## src/rtl/mult_div_unit.sv

```systemverilog
// mult_div_unit: iterative multiply/divide unit with HI/LO result registers (one step per cycle).
// The restoring divider is compiled in only when MULT_DIV_UNIT_DIV_EN is defined.
module mult_div_unit #(
    parameter int WIDTH = 32
) (
    input  logic             clk,
    input  logic             reset,
    input  logic             start,
    input  logic [2:0]       op,
    input  logic [WIDTH-1:0] a,
    input  logic [WIDTH-1:0] b,
    output logic             busy,
    output logic             done,
    output logic [WIDTH-1:0] hi,
    output logic [WIDTH-1:0] lo
);
    // state  | meaning
    // S_IDLE | waiting for start; MTHI/MTLO/no-op complete here
    // S_MUL  | one shift-add step per cycle on magnitudes
    // S_DIV  | one restoring-division step per cycle on magnitudes
    // S_FIX  | sign correction and HI/LO write-back
    localparam int         CW      = $clog2(WIDTH);
    localparam logic [2:0] OP_MTHI = 3'b100;
    localparam logic [2:0] OP_MTLO = 3'b101;

    typedef enum logic [1:0] {S_IDLE, S_MUL, S_DIV, S_FIX} state_t;
    state_t r_state, w_next;

    logic [CW-1:0]      r_cnt;
    logic [2*WIDTH-1:0] r_p;
    logic [WIDTH-1:0]   r_ma;
    logic [WIDTH-1:0]   r_hi;
    logic [WIDTH-1:0]   r_lo;
    logic               r_neg;
    logic               r_done;
    logic               w_accept;
    logic               w_is_mul;
    logic               w_signed;
    logic               w_busy;
    logic [WIDTH-1:0]   w_abs_a;
    logic [WIDTH-1:0]   w_abs_b;
    logic [WIDTH:0]     w_sum;
`ifdef MULT_DIV_UNIT_DIV_EN
    logic [WIDTH-1:0]   r_mb;
    logic [WIDTH-1:0]   r_a;
    logic [WIDTH-1:0]   r_rem;
    logic [WIDTH-1:0]   r_q;
    logic               r_neg_r;
    logic               r_bzero;
    logic               r_is_div;
    logic               w_is_div;
    logic [WIDTH:0]     w_trial;
`endif

    assign w_accept = start && (r_state == S_IDLE);
    assign w_is_mul = (op[2:1] == 2'b00);
    assign w_signed = ~op[0];
    assign w_abs_a  = (w_signed && a[WIDTH-1]) ? (~a + WIDTH'(1)) : a;
    assign w_abs_b  = (w_signed && b[WIDTH-1]) ? (~b + WIDTH'(1)) : b;
    // Upper half accumulates the multiplicand; multiplier bits shift out of the lower half.
    assign w_sum    = {1'b0, r_p[2*WIDTH-1:WIDTH]} + {1'b0, {WIDTH{r_p[0]}} & r_ma};
`ifdef MULT_DIV_UNIT_DIV_EN
    assign w_is_div = (op[2:1] == 2'b01);
    assign w_trial  = {r_rem, r_q[WIDTH-1]} - {1'b0, r_mb};
`endif

    always_ff @(posedge clk) begin
        if (reset) r_state <= S_IDLE;
        else       r_state <= w_next;
    end

    always_comb begin
        w_next = r_state;
        case (r_state)
            S_IDLE: begin
                if (w_accept && w_is_mul) w_next = S_MUL;
`ifdef MULT_DIV_UNIT_DIV_EN
                else if (w_accept && w_is_div) w_next = S_DIV;
`endif
            end
            S_MUL, S_DIV: if (r_cnt == '0) w_next = S_FIX;
            S_FIX:        w_next = S_IDLE;
            default:      w_next = S_IDLE;
        endcase
    end

    always_comb begin
        w_busy = (r_state != S_IDLE);
    end

    always_ff @(posedge clk) begin
        if (reset) begin
            r_cnt    <= '0;
            r_p      <= '0;
            r_ma     <= '0;
            r_hi     <= '0;
            r_lo     <= '0;
            r_neg    <= 1'b0;
            r_done   <= 1'b0;
`ifdef MULT_DIV_UNIT_DIV_EN
            r_mb     <= '0;
            r_a      <= '0;
            r_rem    <= '0;
            r_q      <= '0;
            r_neg_r  <= 1'b0;
            r_bzero  <= 1'b0;
            r_is_div <= 1'b0;
`endif
        end else begin
            r_done <= 1'b0;
            case (r_state)
                S_IDLE: begin
                    if (start) begin
                        r_cnt <= CW'(WIDTH - 1);
                        r_p   <= {{WIDTH{1'b0}}, w_abs_b};
                        r_ma  <= w_abs_a;
                        r_neg <= w_signed & (a[WIDTH-1] ^ b[WIDTH-1]);
`ifdef MULT_DIV_UNIT_DIV_EN
                        r_mb     <= w_abs_b;
                        r_a      <= a;
                        r_rem    <= '0;
                        r_q      <= w_abs_a;
                        r_neg_r  <= w_signed & a[WIDTH-1];
                        r_bzero  <= (b == '0);
                        r_is_div <= w_is_div;
`endif
                        if (op == OP_MTHI) begin
                            r_hi   <= a;
                            r_done <= 1'b1;
                        end else if (op == OP_MTLO) begin
                            r_lo   <= a;
                            r_done <= 1'b1;
                        end else if (op[2:1] == 2'b11) begin
                            r_done <= 1'b1;
                        end
`ifndef MULT_DIV_UNIT_DIV_EN
                        else if (op[2:1] == 2'b01) begin
                            r_done <= 1'b1;
                        end
`endif
                    end
                end
                S_MUL: begin
                    r_p   <= {w_sum, r_p[WIDTH-1:1]};
                    r_cnt <= r_cnt - CW'(1);
                end
`ifdef MULT_DIV_UNIT_DIV_EN
                S_DIV: begin
                    if (!w_trial[WIDTH]) begin
                        r_rem <= w_trial[WIDTH-1:0];
                        r_q   <= {r_q[WIDTH-2:0], 1'b1};
                    end else begin
                        r_rem <= {r_rem[WIDTH-2:0], r_q[WIDTH-1]};
                        r_q   <= {r_q[WIDTH-2:0], 1'b0};
                    end
                    r_cnt <= r_cnt - CW'(1);
                end
`endif
                S_FIX: begin
                    r_done <= 1'b1;
`ifdef MULT_DIV_UNIT_DIV_EN
                    if (r_is_div) begin
                        // Divide by zero reports the raw dividend, not the magnitude.
                        if (r_bzero) begin
                            r_hi <= r_a;
                            r_lo <= '1;
                        end else begin
                            r_lo <= r_neg   ? (~r_q + WIDTH'(1))   : r_q;
                            r_hi <= r_neg_r ? (~r_rem + WIDTH'(1)) : r_rem;
                        end
                    end else
`endif
                    {r_hi, r_lo} <= r_neg ? (~r_p + (2*WIDTH)'(1)) : r_p;
                end
                default: ;
            endcase
        end
    end

    assign busy = w_busy;
    assign done = r_done;
    assign hi   = r_hi;
    assign lo   = r_lo;

endmodule

```

## config.mk

```make
export PLATFORM = sky130hd
export DESIGN_NAME = mult_div_unit
export DESIGN_NICKNAME = d
export VERILOG_FILES = /design/src/rtl/mult_div_unit.sv
export SDC_FILE = /design/constraint.sdc
export NUM_CORES = 1
export LEC_CHECK = 0
export CAP_MARGIN = 0
export CORE_ASPECT_RATIO = 1.25
export CORE_MARGIN = 5
export CORE_UTILIZATION = 30
export CTS_CLUSTER_SIZE = 40
export DETAILED_ROUTE_END_ITERATION = 16
export DONT_BUFFER_PORTS = 1
export SYNTH_ARGS = -nofsm -noshare
export SYNTH_HDL_FRONTEND = slang
export SYNTH_SLANG_ARGS = --single-unit
```

## constraint.sdc

```tcl
create_clock -name clk -period 4 [get_ports clk]
set_clock_uncertainty 0.2 [all_clocks]
set_input_delay 0.6 -clock clk [delete_from_list [all_inputs] [get_ports clk]]
set_output_delay 0.6 -clock clk [all_outputs]
set_load 0.05 [all_outputs]
```

==> flow_summary_export.csv <==
group,metric,value,unit
status,status,"finished, final reports clean",
route,wirelength,43100,um
route,drt_iter0_markers,865,
yosys,synth_edf_count,0,
worst_setup_path,crit_chain,"and2_1 > ha_1 > inv_1 > fa_1 > nand2b_1 > a21oi_1 > o2111ai_1 > a21oi_1 > a31oi_1 > o311ai_0 > nand3_1 > nand2_1",
route,wl_met1,16700,um
pwr,ir_worst_vdd,0.000318,V
sta,fin_tns_setup,0,ns
pwr,powerDensity,543,mW/mm2
worst_setup_path,crit_top_cell,"a21oi_1",
worst_setup_path,max_stage_delay,0.46,ns
clocking,clock_path_buffers,2,
final_layout,final_cell_mix,"nand2_1 (201), dfxtp_1 (168), nor2_1 (153), a21oi_1 (130), o21ai_0 (125)",
sta,period_needed,3.51,ns
worst_setup_path,crit_end,"r_p[63]$_SDFFE_PP0P_",
sta,worstMarginPinSlew,1.06,ns
yosys,netlist_area,0.0114,mm2
worst_setup_path,required,4.19,ns
sta,finalHoldViolCount,0,
worst_setup_path,path_class,"flop to flop",
clocking,holdBufCountCts,0,
die,rows,80,
worst_setup_path,crit_fanout,8,
global_routing,grt_max_degree,138,
yosys,synth_nets,1654,
yosys,synthFlopType,"dfxtp_1",
clocking,cts_buffers,17,
route,wl_met3,3080,um
worst_setup_path,crit-reg2reg-capture,"r_p[63]$_SDFFE_PP0P_",
clocking,htreeDepth,4,
global_routing,grt_pass1_wl,65700,um
sta,worst_slack,0.487,ns
sta,fmax,285,MHz
clocking,clock-sinks,169,
route,top_layer_used,"met4",
worst_setup_path,timing.rr.start,"r_p[0]$_SDFFE_PP0P_",
die,io_pins,136,
route,drc,0,
global_routing,grt_antenna_before_repair,1,
yosys,netlist_instances,1542,
worst_setup_path,critPathLaunchType,"flop",
clocking,cts_tree,"built",
clocking,insertion_delay,0.45,ns
sta,slew_violations,0,
final_layout,drive_gt1_frac,0.0534,
yosys,synth.distinct_cells,68,
clocking,cts_root_buffer,"clkbuf_16",
route,wl_per_cell,21.7,um
global_routing,track_usage,0.200,
yosys,async_reset_ff_frac,0,
worst_setup_path,critPathLaunch,"r_p[0]$_SDFFE_PP0P_",
die,fp.coreArea,0.0379,mm2
worst_setup_path,crit_slowest_cell,"dfxtp_1",
final_layout,nets,1597,
worst_setup_path,arrival,3.70,ns
die,fp.dieH,228,um
clocking,postCtsResizedCells,0,
clocking,clkTransAtPathRegs,0.07,ns
worst_setup_path,path_delay_family,"compound AO/OA/AOI/OAI gates",
die,dieWidth,184,um
placed_design,dpl.hpwl,33700,um
worst_setup_path,cp_num_cells,12,
yosys,synth.avg_cell_area,7.40,um2
route,drt_first_pass_iters,5,
route,postRouteAntennaNets,0,
worst_setup_path,rrSetupSlack,0.49,ns
final_layout,n_antenna_cell,0,
global_routing,grt_pass1_vias,10900,
sta,relSlewSlack,0.291,
placed_design,port_buffers,0,
worst_setup_path,cp-end-kind,"flop",
sta,finalSetupViolCount,0,
sta,fin_crit_sh,0.878,
sta,rsz0062_at_grt,"no",
pwr,p_leak,4.48,nW
final_layout,syn2layout_area_growth,9.44,%
yosys,ys_seq_elements,169,
worst_setup_path,reg2reg_depth,12,
global_routing,grt_overflow,0,
placed_design,place_congestion,0.979,
yosys,ys_seq_area_frac,0.296,
route,vias,11400,
clocking,post_cts_buffers,0,
worst_hold_path,hp-start,"reset",
die,start_util,0.301,
yosys,synth_warnings,0,
job,maxCapViolCount,0,
worst_setup_path,worst-path-buf-inv,1,
route,wl_met2,20800,um
die,dieArea,0.0421,mm2
route,avgViaCountPerCell,5.71,
worst_hold_path,hp-class,"input port to flop",
final_layout,layout_commonest_cell,"nand2_1",
placed_design,dp_slack,0.632,ns
## state kept, by name (all words and copies together), names as in the netlist
| name | cells |
|---|---|
| done | 1 |
| hi | 32 |
| lo | 32 |
| r_cnt | 5 |
| r_ma | 32 |
| r_neg | 1 |
| r_p | 64 |
| r_state | 2 |
## worst min path at each step
stage	end	slack, ns	cells past startpoint
finish	r_state[0]$_SDFFE_PP0P_	0.07	1
floorplan	r_ma[16]$_SDFFE_PP0P_	0.23	2
global route	r_ma[1]$_SDFFE_PP0P_	0.05	1
detailed placement	r_ma[0]$_SDFFE_PP0P_	0.24	2
CTS	r_p[5]$_SDFFE_PP0P_	0.05	1
global placement	r_ma[0]$_SDFFE_PP0P_	0.24	2
## logic make-up (layout without fill, tap and decap cells)
| logic type | count (synthesis) | in the layout | share of synthesized area |
|---|---|---|---|
| flops | 169 | 169 | 0.296 |
| xor+xnor | 125 | 125 | 0.0959 |
| buf+inv | 136 | 92 | 0.0450 |
| simple gates | 572 | 572 | 0.237 |
| compound gates | 487 | 487 | 0.269 |
| fa+ha+maj | 42 | 42 | 0.0467 |
| mux | 11 | 11 | 0.00965 |
## power by group
part           switching (mW)  internal (mW)  total, mW
logic                    1.47          0.775       2.25
registers               0.770           2.00       2.77
clock network           0.750           1.02       1.77
## synthesized netlist by cell type, types with 31 or more instances
cell type	n	area [um2]
nand2_1	201	754
dfxtp_1	169	3380
nor2_1	153	574
a21oi_1	131	656
o21ai_0	125	626
clkbuf_1	97	364
xor2_1	87	762
a211oi_1	46	345
ha_1	41	513
xnor2_1	38	333
nor3_1	37	185
o31ai_1	37	278
and2_1	35	219
inv_1	31	116
## per-layer routing
metal  global-route usage  vias to the layer above
met3               0.0435                       88
met5                    0                        -
met2                0.337                      417
met1                0.236                     5415
met4                0.101                        0
li1                     -                     5452
## worst reg2reg max path, stage by stage, from the launching register on
cell and delay [ns]:
dfxtp_1 0.46, and2_1 0.17, ha_1 0.17, inv_1 0.06, fa_1 0.39, nand2b_1 0.21
a21oi_1 0.24, o2111ai_1 0.23, a21oi_1 0.45, a31oi_1 0.25, o311ai_0 0.43, nand3_1 0.12
nand2_1 0.08
## stage by stage
step / hold slack, ns / power [mW] / cells / utilization / area (um2)
after global placement: 0.240 / 5.01 / 1958 / 0.313 / 11900
after detailed placement: 0.241 / 5.04 / 1958 / 0.313 / 11900
after global routing: 0.0499 / 7.18 / 1990 / 0.329 / 12500
final: 0.0744 / 6.79 / 1990 / 0.329 / 12500
after floorplan: 0.227 / 4.35 / 1542 / - / 11400
after CTS: 0.0534 / 6.81 / 1990 / 0.329 / 12500
## final cells by class
| cell class | count | area, um2 |
|---|---|---|
| multi-input combinational | 1237 | 7540 |
| tap | 492 | 616 |
| clock buffer | 19 | 453 |
| inverter | 32 | 120 |
| timing repair buffer | 28 | 210 |
| sequential | 169 | 3380 |
| clock inverter | 13 | 168 |
| fill | 4041 | 25400 |
No activity file was read; power rests on OpenSTA's default activity.
